**config.mk**
```make
export PLATFORM = sky130hd
export DESIGN_NAME = ext_world_io_agent_flat
export DESIGN_NICKNAME = d
export VERILOG_FILES = /design/src/rtl/ext_world_io_agent_if.sv /design/src/rtl/ext_world_io_agent.sv /design/src/flat_wrapper.sv
export SDC_FILE = /design/constraint.sdc
export NUM_CORES = 1
export LEC_CHECK = 0
export CORE_AREA = 2 2 168 170
export DETAILED_ROUTE_END_ITERATION = 10
export DIE_AREA = 0 0 170 172
export PLACE_DENSITY = 0.76
export SYNTH_ARGS = -nofsm -noshare
export SYNTH_HDL_FRONTEND = slang
export SYNTH_SLANG_ARGS = --single-unit
```
**constraint.sdc**
```tcl
create_clock -name clk -period 8.2 [get_ports clk]
set_input_delay 0.82 -clock clk [delete_from_list [all_inputs] [get_ports clk]]
set_output_delay 0.82 -clock clk [all_outputs]
set_load 0.005 [all_outputs]
```
**src/rtl/ext_world_io_agent_if.sv**
```systemverilog
// Snapshot stream from ext_world_io_agent to the host.
// master: the agent (drives valid/data/seq); slave: the host (drives ready).
interface ext_world_io_agent_if;
    logic        m_valid;
    logic        m_ready;
    logic [31:0] m_data;
    logic [7:0]  m_seq;

    modport master (output m_valid, output m_data, output m_seq, input m_ready);
    modport slave  (input m_valid, input m_data, input m_seq, output m_ready);
endinterface

```
**src/rtl/ext_world_io_agent.sv**
```systemverilog
// ext_world_io_agent: external-world side of the RISCProcessor I/O ports.
// Host writes drive InpExtWorld1..4. Every OUTportWrite captures OutExtWorld1..4
// one cycle later into a DEPTH-entry snapshot FIFO. Each snapshot is tagged with
// a sequence number. The FIFO streams to the host over a valid/ready interface.
// Optional feature: define CHANGE_FILTER_EN to push only snapshots that differ
// from the last one that passed the filter.
module ext_world_io_agent #(
    parameter int         DEPTH     = 8,
    parameter logic [7:0] INP_RESET = 8'h00
) (
    input  logic                        clk,
    input  logic                        Reset,
    input  logic [7:0]                  OutExtWorld1,
    input  logic [7:0]                  OutExtWorld2,
    input  logic [7:0]                  OutExtWorld3,
    input  logic [7:0]                  OutExtWorld4,
    input  logic                        OUTportWrite,
    output logic [7:0]                  InpExtWorld1,
    output logic [7:0]                  InpExtWorld2,
    output logic [7:0]                  InpExtWorld3,
    output logic [7:0]                  InpExtWorld4,
    input  logic                        host_wr_en,
    input  logic [1:0]                  host_wr_addr,
    input  logic [7:0]                  host_wr_data,
    ext_world_io_agent_if.master        m_if,
    output logic [7:0]                  ovf_count,
    input  logic                        ovf_clr,
    output logic                        ovf_sticky
);
    localparam int             AW       = $clog2(DEPTH);
    localparam int             CW       = AW + 1;
    localparam logic [CW-1:0]  FULL_CNT = CW'(DEPTH);

    logic [7:0]    inp_q [4];
    logic          pend_q;
    logic [7:0]    seq_q,  seq_d;
    logic [AW-1:0] wr_ptr_q, wr_ptr_d;
    logic [AW-1:0] rd_ptr_q, rd_ptr_d;
    logic [CW-1:0] count_q, count_d;
    logic          valid_q, valid_d;
    logic [7:0]    ovf_cnt_q, ovf_cnt_d;
    logic          ovf_stk_q, ovf_stk_d;
    logic [39:0]   mem_q [DEPTH];

    logic [31:0]   snap;
    logic [39:0]   head;
    logic          attempt, pop, full, push_ok, drop;

    // Host-writable input port registers, one per port.
    generate
        for (genvar gi = 0; gi < 4; gi++) begin : g_inp
            always_ff @(posedge clk or negedge Reset) begin
                if (!Reset)
                    inp_q[gi] <= INP_RESET;
                else if (host_wr_en && (host_wr_addr == 2'(gi)))
                    inp_q[gi] <= host_wr_data;
            end
        end
    endgenerate

    assign InpExtWorld1 = inp_q[0];
    assign InpExtWorld2 = inp_q[1];
    assign InpExtWorld3 = inp_q[2];
    assign InpExtWorld4 = inp_q[3];

    assign snap = {OutExtWorld4, OutExtWorld3, OutExtWorld2, OutExtWorld1};
    assign head = mem_q[rd_ptr_q];

`ifdef CHANGE_FILTER_EN
    logic [31:0] last_q;

    // Remember the last snapshot that passed the filter; suppressed ones leave it alone.
    always_ff @(posedge clk or negedge Reset) begin
        if (!Reset)
            last_q <= 32'h0;
        else if (attempt)
            last_q <= snap;
    end

    assign attempt = pend_q && (snap != last_q);
`else
    assign attempt = pend_q;
`endif

    // FIFO bookkeeping, sequence counter and overflow accounting.
    always_comb begin
        pop       = valid_q && m_if.m_ready;
        full      = (count_q == FULL_CNT);
        push_ok   = attempt && (!full || pop);
        drop      = attempt && full && !pop;
        wr_ptr_d  = push_ok ? wr_ptr_q + 1'b1 : wr_ptr_q;
        rd_ptr_d  = pop ? rd_ptr_q + 1'b1 : rd_ptr_q;
        count_d   = count_q + CW'(push_ok) - CW'(pop);
        // Only entries present before this edge become visible, so an empty
        // FIFO never falls through; after a pop the next entry shows at once.
        valid_d   = (count_q > CW'(pop));
        seq_d     = seq_q + 8'(attempt);
        ovf_cnt_d = ovf_cnt_q;
        ovf_stk_d = ovf_stk_q;
        if (drop) begin
            ovf_cnt_d = (ovf_cnt_q == 8'hFF) ? 8'hFF : ovf_cnt_q + 8'd1;
            ovf_stk_d = 1'b1;
        end else if (ovf_clr) begin
            ovf_cnt_d = 8'h00;
            ovf_stk_d = 1'b0;
        end
    end

    // Control state: strobe delay stage, pointers, occupancy, counters.
    always_ff @(posedge clk or negedge Reset) begin
        if (!Reset) begin
            pend_q    <= 1'b0;
            seq_q     <= 8'h00;
            wr_ptr_q  <= '0;
            rd_ptr_q  <= '0;
            count_q   <= '0;
            valid_q   <= 1'b0;
            ovf_cnt_q <= 8'h00;
            ovf_stk_q <= 1'b0;
        end else begin
            pend_q    <= OUTportWrite;
            seq_q     <= seq_d;
            wr_ptr_q  <= wr_ptr_d;
            rd_ptr_q  <= rd_ptr_d;
            count_q   <= count_d;
            valid_q   <= valid_d;
            ovf_cnt_q <= ovf_cnt_d;
            ovf_stk_q <= ovf_stk_d;
        end
    end

    // Snapshot storage; contents are meaningless until the pointers say otherwise.
    always_ff @(posedge clk) begin
        if (push_ok)
            mem_q[wr_ptr_q] <= {seq_q, snap};
    end

    assign m_if.m_valid = valid_q;
    assign m_if.m_data  = valid_q ? head[31:0]  : 32'h0;
    assign m_if.m_seq   = valid_q ? head[39:32] : 8'h00;
    assign ovf_count    = ovf_cnt_q;
    assign ovf_sticky   = ovf_stk_q;
endmodule

```
**src/flat_wrapper.sv**
```systemverilog
// flat-port wrapper written by rule: the top's interface ports become plain ports
module ext_world_io_agent_flat 
#(
    parameter int         DEPTH     = 8,
    parameter logic [7:0] INP_RESET = 8'h00
)
  (clk, Reset, OutExtWorld1, OutExtWorld2, OutExtWorld3, OutExtWorld4, OUTportWrite, InpExtWorld1, InpExtWorld2, InpExtWorld3, InpExtWorld4, host_wr_en, host_wr_addr, host_wr_data, ovf_count, ovf_clr, ovf_sticky, m_if_m_valid, m_if_m_data, m_if_m_seq, m_if_m_ready);
  ext_world_io_agent_if m_if_i ();
  input  logic clk;
  input  logic Reset;
  input  logic [7:0] OutExtWorld1;
  input  logic [7:0] OutExtWorld2;
  input  logic [7:0] OutExtWorld3;
  input  logic [7:0] OutExtWorld4;
  input  logic OUTportWrite;
  output logic [7:0] InpExtWorld1;
  output logic [7:0] InpExtWorld2;
  output logic [7:0] InpExtWorld3;
  output logic [7:0] InpExtWorld4;
  input  logic host_wr_en;
  input  logic [1:0] host_wr_addr;
  input  logic [7:0] host_wr_data;
  output logic [7:0] ovf_count;
  input  logic ovf_clr;
  output logic ovf_sticky;
  output wire logic [$bits(m_if_i.m_valid)-1:0] m_if_m_valid;
  output wire logic [$bits(m_if_i.m_data)-1:0] m_if_m_data;
  output wire logic [$bits(m_if_i.m_seq)-1:0] m_if_m_seq;
  input wire logic [$bits(m_if_i.m_ready)-1:0] m_if_m_ready;
  assign m_if_m_valid = m_if_i.m_valid;
  assign m_if_m_data = m_if_i.m_data;
  assign m_if_m_seq = m_if_i.m_seq;
  assign m_if_i.m_ready = m_if_m_ready;
  ext_world_io_agent #(.DEPTH(DEPTH), .INP_RESET(INP_RESET)) u_core (.clk(clk), .Reset(Reset), .OutExtWorld1(OutExtWorld1), .OutExtWorld2(OutExtWorld2), .OutExtWorld3(OutExtWorld3), .OutExtWorld4(OutExtWorld4), .OUTportWrite(OUTportWrite), .InpExtWorld1(InpExtWorld1), .InpExtWorld2(InpExtWorld2), .InpExtWorld3(InpExtWorld3), .InpExtWorld4(InpExtWorld4), .host_wr_en(host_wr_en), .host_wr_addr(host_wr_addr), .host_wr_data(host_wr_data), .m_if(m_if_i), .ovf_count(ovf_count), .ovf_clr(ovf_clr), .ovf_sticky(ovf_sticky));
endmodule
```
==> key figures <==
Pwr
  • Total Power: 6.30 mW
  • Max IR drop VDD: 206 uV
  • Power per cell area: 352 nW/um^2
  • P_leak: 6.12 nW

STA
  • Fmax: 226 MHz
  • Final setup violating endpoints: 0
  • Final Hold Viols: 0
  • RSZ-0062 raised after global routing: false
  • Layout Skew: 0.0174 ns
  • Fin crit share: 53.9%
  • Slew Limit Fails: 0
  • Slew headroom: 19.3%
  • Worst Max-Slew Pin Slew: 1.21 ns
  • Tmin final: 4.42 ns
  • Setup TNS: 0 ns

Placement
  • Port buffer count: 129
  • DP Area: 16600 um^2
  • Final HPWL DP: 16.7 mm
  • Placer's final routability congestion estimate: 0.731

Synthesis
  • Syn Area/Cell: 21.1 um^2
  • Ys async rst share: 16.0%
  • #FFs+latches synth: 381
  • Synth warn: 0
  • Post-synthesis adder-cell area fraction: 1.23%
  • Xor/xnor cell area share of the yosys netlist: 0.706%
  • Post-Synth Simple-Gate Area: 3.50%
  • Synth unique cells: 39
  • Mapped cell area: 14900 um^2
  • Syn Nets: 767
  • Ys flop type: edfxtp_1
  • Cell count after synthesis: 705
  • Register area share after synthesis: 74.8%
  • Post-synth EDFFs: 320
  • Combinational family with the most area after synthesis: multiplexers
  • Post-synthesis compound-gate area fraction: 0.866%
  • Post-synthesis mux area share: 17.4%

GRT
  • Met1 usage: 27.1%
  • Met3 Use GR: 4.78%
  • Pin count of the biggest net entering global routing: 83
  • Vias in the first global route: 7648
  • GRT Residual Overflow: 0
  • Antenna violations before repair: 1
  • Overall Global Routing Usage: 20.6%
  • GR peak layer: met2
  • First-pass GRT wire length: 44.4 mm
  • Met2 GRT Util: 35.0%

Critical path
  • CP arrival: 3.60 ns
  • CP Launch Type: register
  • Required time of the critical path: 7.38 ns
  • Critical Path End Type: output pin
  • Crit path max fanout: 47
  • Worst setup path class: reg -> out

Finish
  • Commonest cells after routing, fill and taps aside: 320 x edfxtp_1, 128 x clkdlybuf4s50_1, 80 x mux4_2
  • Nets: 923
  • Layout Utilization: 65.1%
  • Fin area: 17900 um^2
  • Area growth syn-to-layout: 20.2%
  • Commonest non-fill, non-tap cell in the layout: edfxtp_1
  • Ant. Diodes: 0
  • Ratio of cells with drive above 1 in the final layout: 22.8%

Floorplan
  • Die area: 29200 um^2
  • Vert. Die Dim: 172 um
  • Initial Utilization: 54.2%
  • Rows: 61
  • Num ports: 130
  • Die width: 170 um
  • Core ar.: 27500 um^2

CTS
  • Clk Latency, worst-skew pair: 0.52 ns
  • CTS resizes: 0
  • Worst-path clk slew: 0.06 ns
  • CTS Sinks: 381
  • Post-CTS setup buffers: 0
  • Root Driver: clkbuf_16
  • TritonCTS buffer count: 39
  • Clock H-tree levels: 2
  • Hold-fix buffers, CTS: 0
  • Clk buf depth: 3
  • TritonCTS clock tree: done

Job
  • Max cap viols: 0

Detailed routing
  • Drt pass-1 iters: 5
  • Initial DRC Count: 612
  • Routed Antenna Nets: 0
  • Vias post-DR: 7228
  • WL per Instance: 23.4 um
  • Total wire length: 28.9 mm
  • Vias/cell: 5.85
  • DRC Markers: 0

Outcome
  • Status: completed

Worst hold path
  • Worst min path class: in -> async
through the flow:
stage	worst slack (ns)	std cells	hold slack [ns]
after global routing	3.46	1236	0.524
after global placement	4.23	1166	0.487
final	3.78	1236	0.481
after CTS	3.64	1236	0.489
after floorplan	3.67	705	0.480
after detailed placement	4.21	1166	0.495
logic make-up after synthesis:
family / count (synthesis)
multiplexers: 154
flip-flops: 381
adder cells (fa/ha/maj): 14
AND/OR/NAND/NOR: 88
AO/OA/AOI/OAI: 17
buffers and inverters: 39
XOR/XNOR: 12
synthesized netlist by cell type, drive strengths merged, types with 6 or more instances:
master / number / area [um^2]
xnor2: 7 / 61.3
nor2b: 40 / 250
nor2: 12 / 50.1
nand2: 8 / 32.5
a21oi: 6 / 30.0
ha: 13 / 163
edfxtp: 320 / 9610
dfrtp: 61 / 1530
buf: 22 / 166
mux2i: 40 / 400
nor3: 6 / 30.0
mux2: 34 / 383
clkbuf: 6 / 22.5
inv: 11 / 41.3
mux4: 80 / 1800
area by class of cell:
type	instances	area, um^2
Inverter	11	41.3
Multi-Input combinational cell	285	3580
Fill cell	1794	9590
Clock buffer	49	1040
Sequential cell	381	11100
Timing Repair Buffer	143	1390
Tap cell	346	433
Clock inverter	21	264
path summary, 6_finish.rpt:
kind	slack, ns	to	start	depth (start not counted)
worst max-delay path	3.78	m_if_m_data[9]	u_core.rd_ptr_q[0]	5
worst min-delay path	0.48	u_core.InpExtWorld4[1]	Reset	2
worst max register to register	5.44	u_core.mem_q[6][26]	u_core.count_q[2]	6
worst min register to register	0.51	u_core.InpExtWorld3[6]	u_core.InpExtWorld3[6]	1
max in group asynchronous	7.16	u_core.rd_ptr_q[1]	Reset	2
min in group clk	0.51	u_core.InpExtWorld3[6]	u_core.InpExtWorld3[6]	1
routing by layer:
metal	vias up	share of wire [%]
li1	3159	-
met1	3746	40
met2	279	51
met3	42	7.6
met4	2	1.7
met5	-	0.045
worst max-delay path, stage by stage (launching register included):
cell and delay [ns]:
dfrtp_4 1.03, buf_4 0.71, mux4_2 0.58, mux2i_1 0.19, nor2b_1 0.08, clkdlybuf4s50_1 0.45
where the power goes:
group	switching, mW	leakage [nW]	internal (mW)
Combinational	0.723	1.84	1.02
Sequential	0.310	3.65	2.48
Clock	0.683	0.631	1.09
state kept, by name (all words and copies together), names as in the netlist:
register and flops:
u_core.mem_q 320, u_core.InpExtWorld1 8, u_core.count_q 4, u_core.rd_ptr_q 3, u_core.ovf_count 8, u_core.attempt 1
u_core.InpExtWorld4 8, u_core.wr_ptr_q 3, u_core.InpExtWorld2 8, u_core.ovf_sticky 1, u_core.seq_q 8, u_core.m_if.m_valid 1
u_core.InpExtWorld3 8
(Power assumes the default switching activity.)
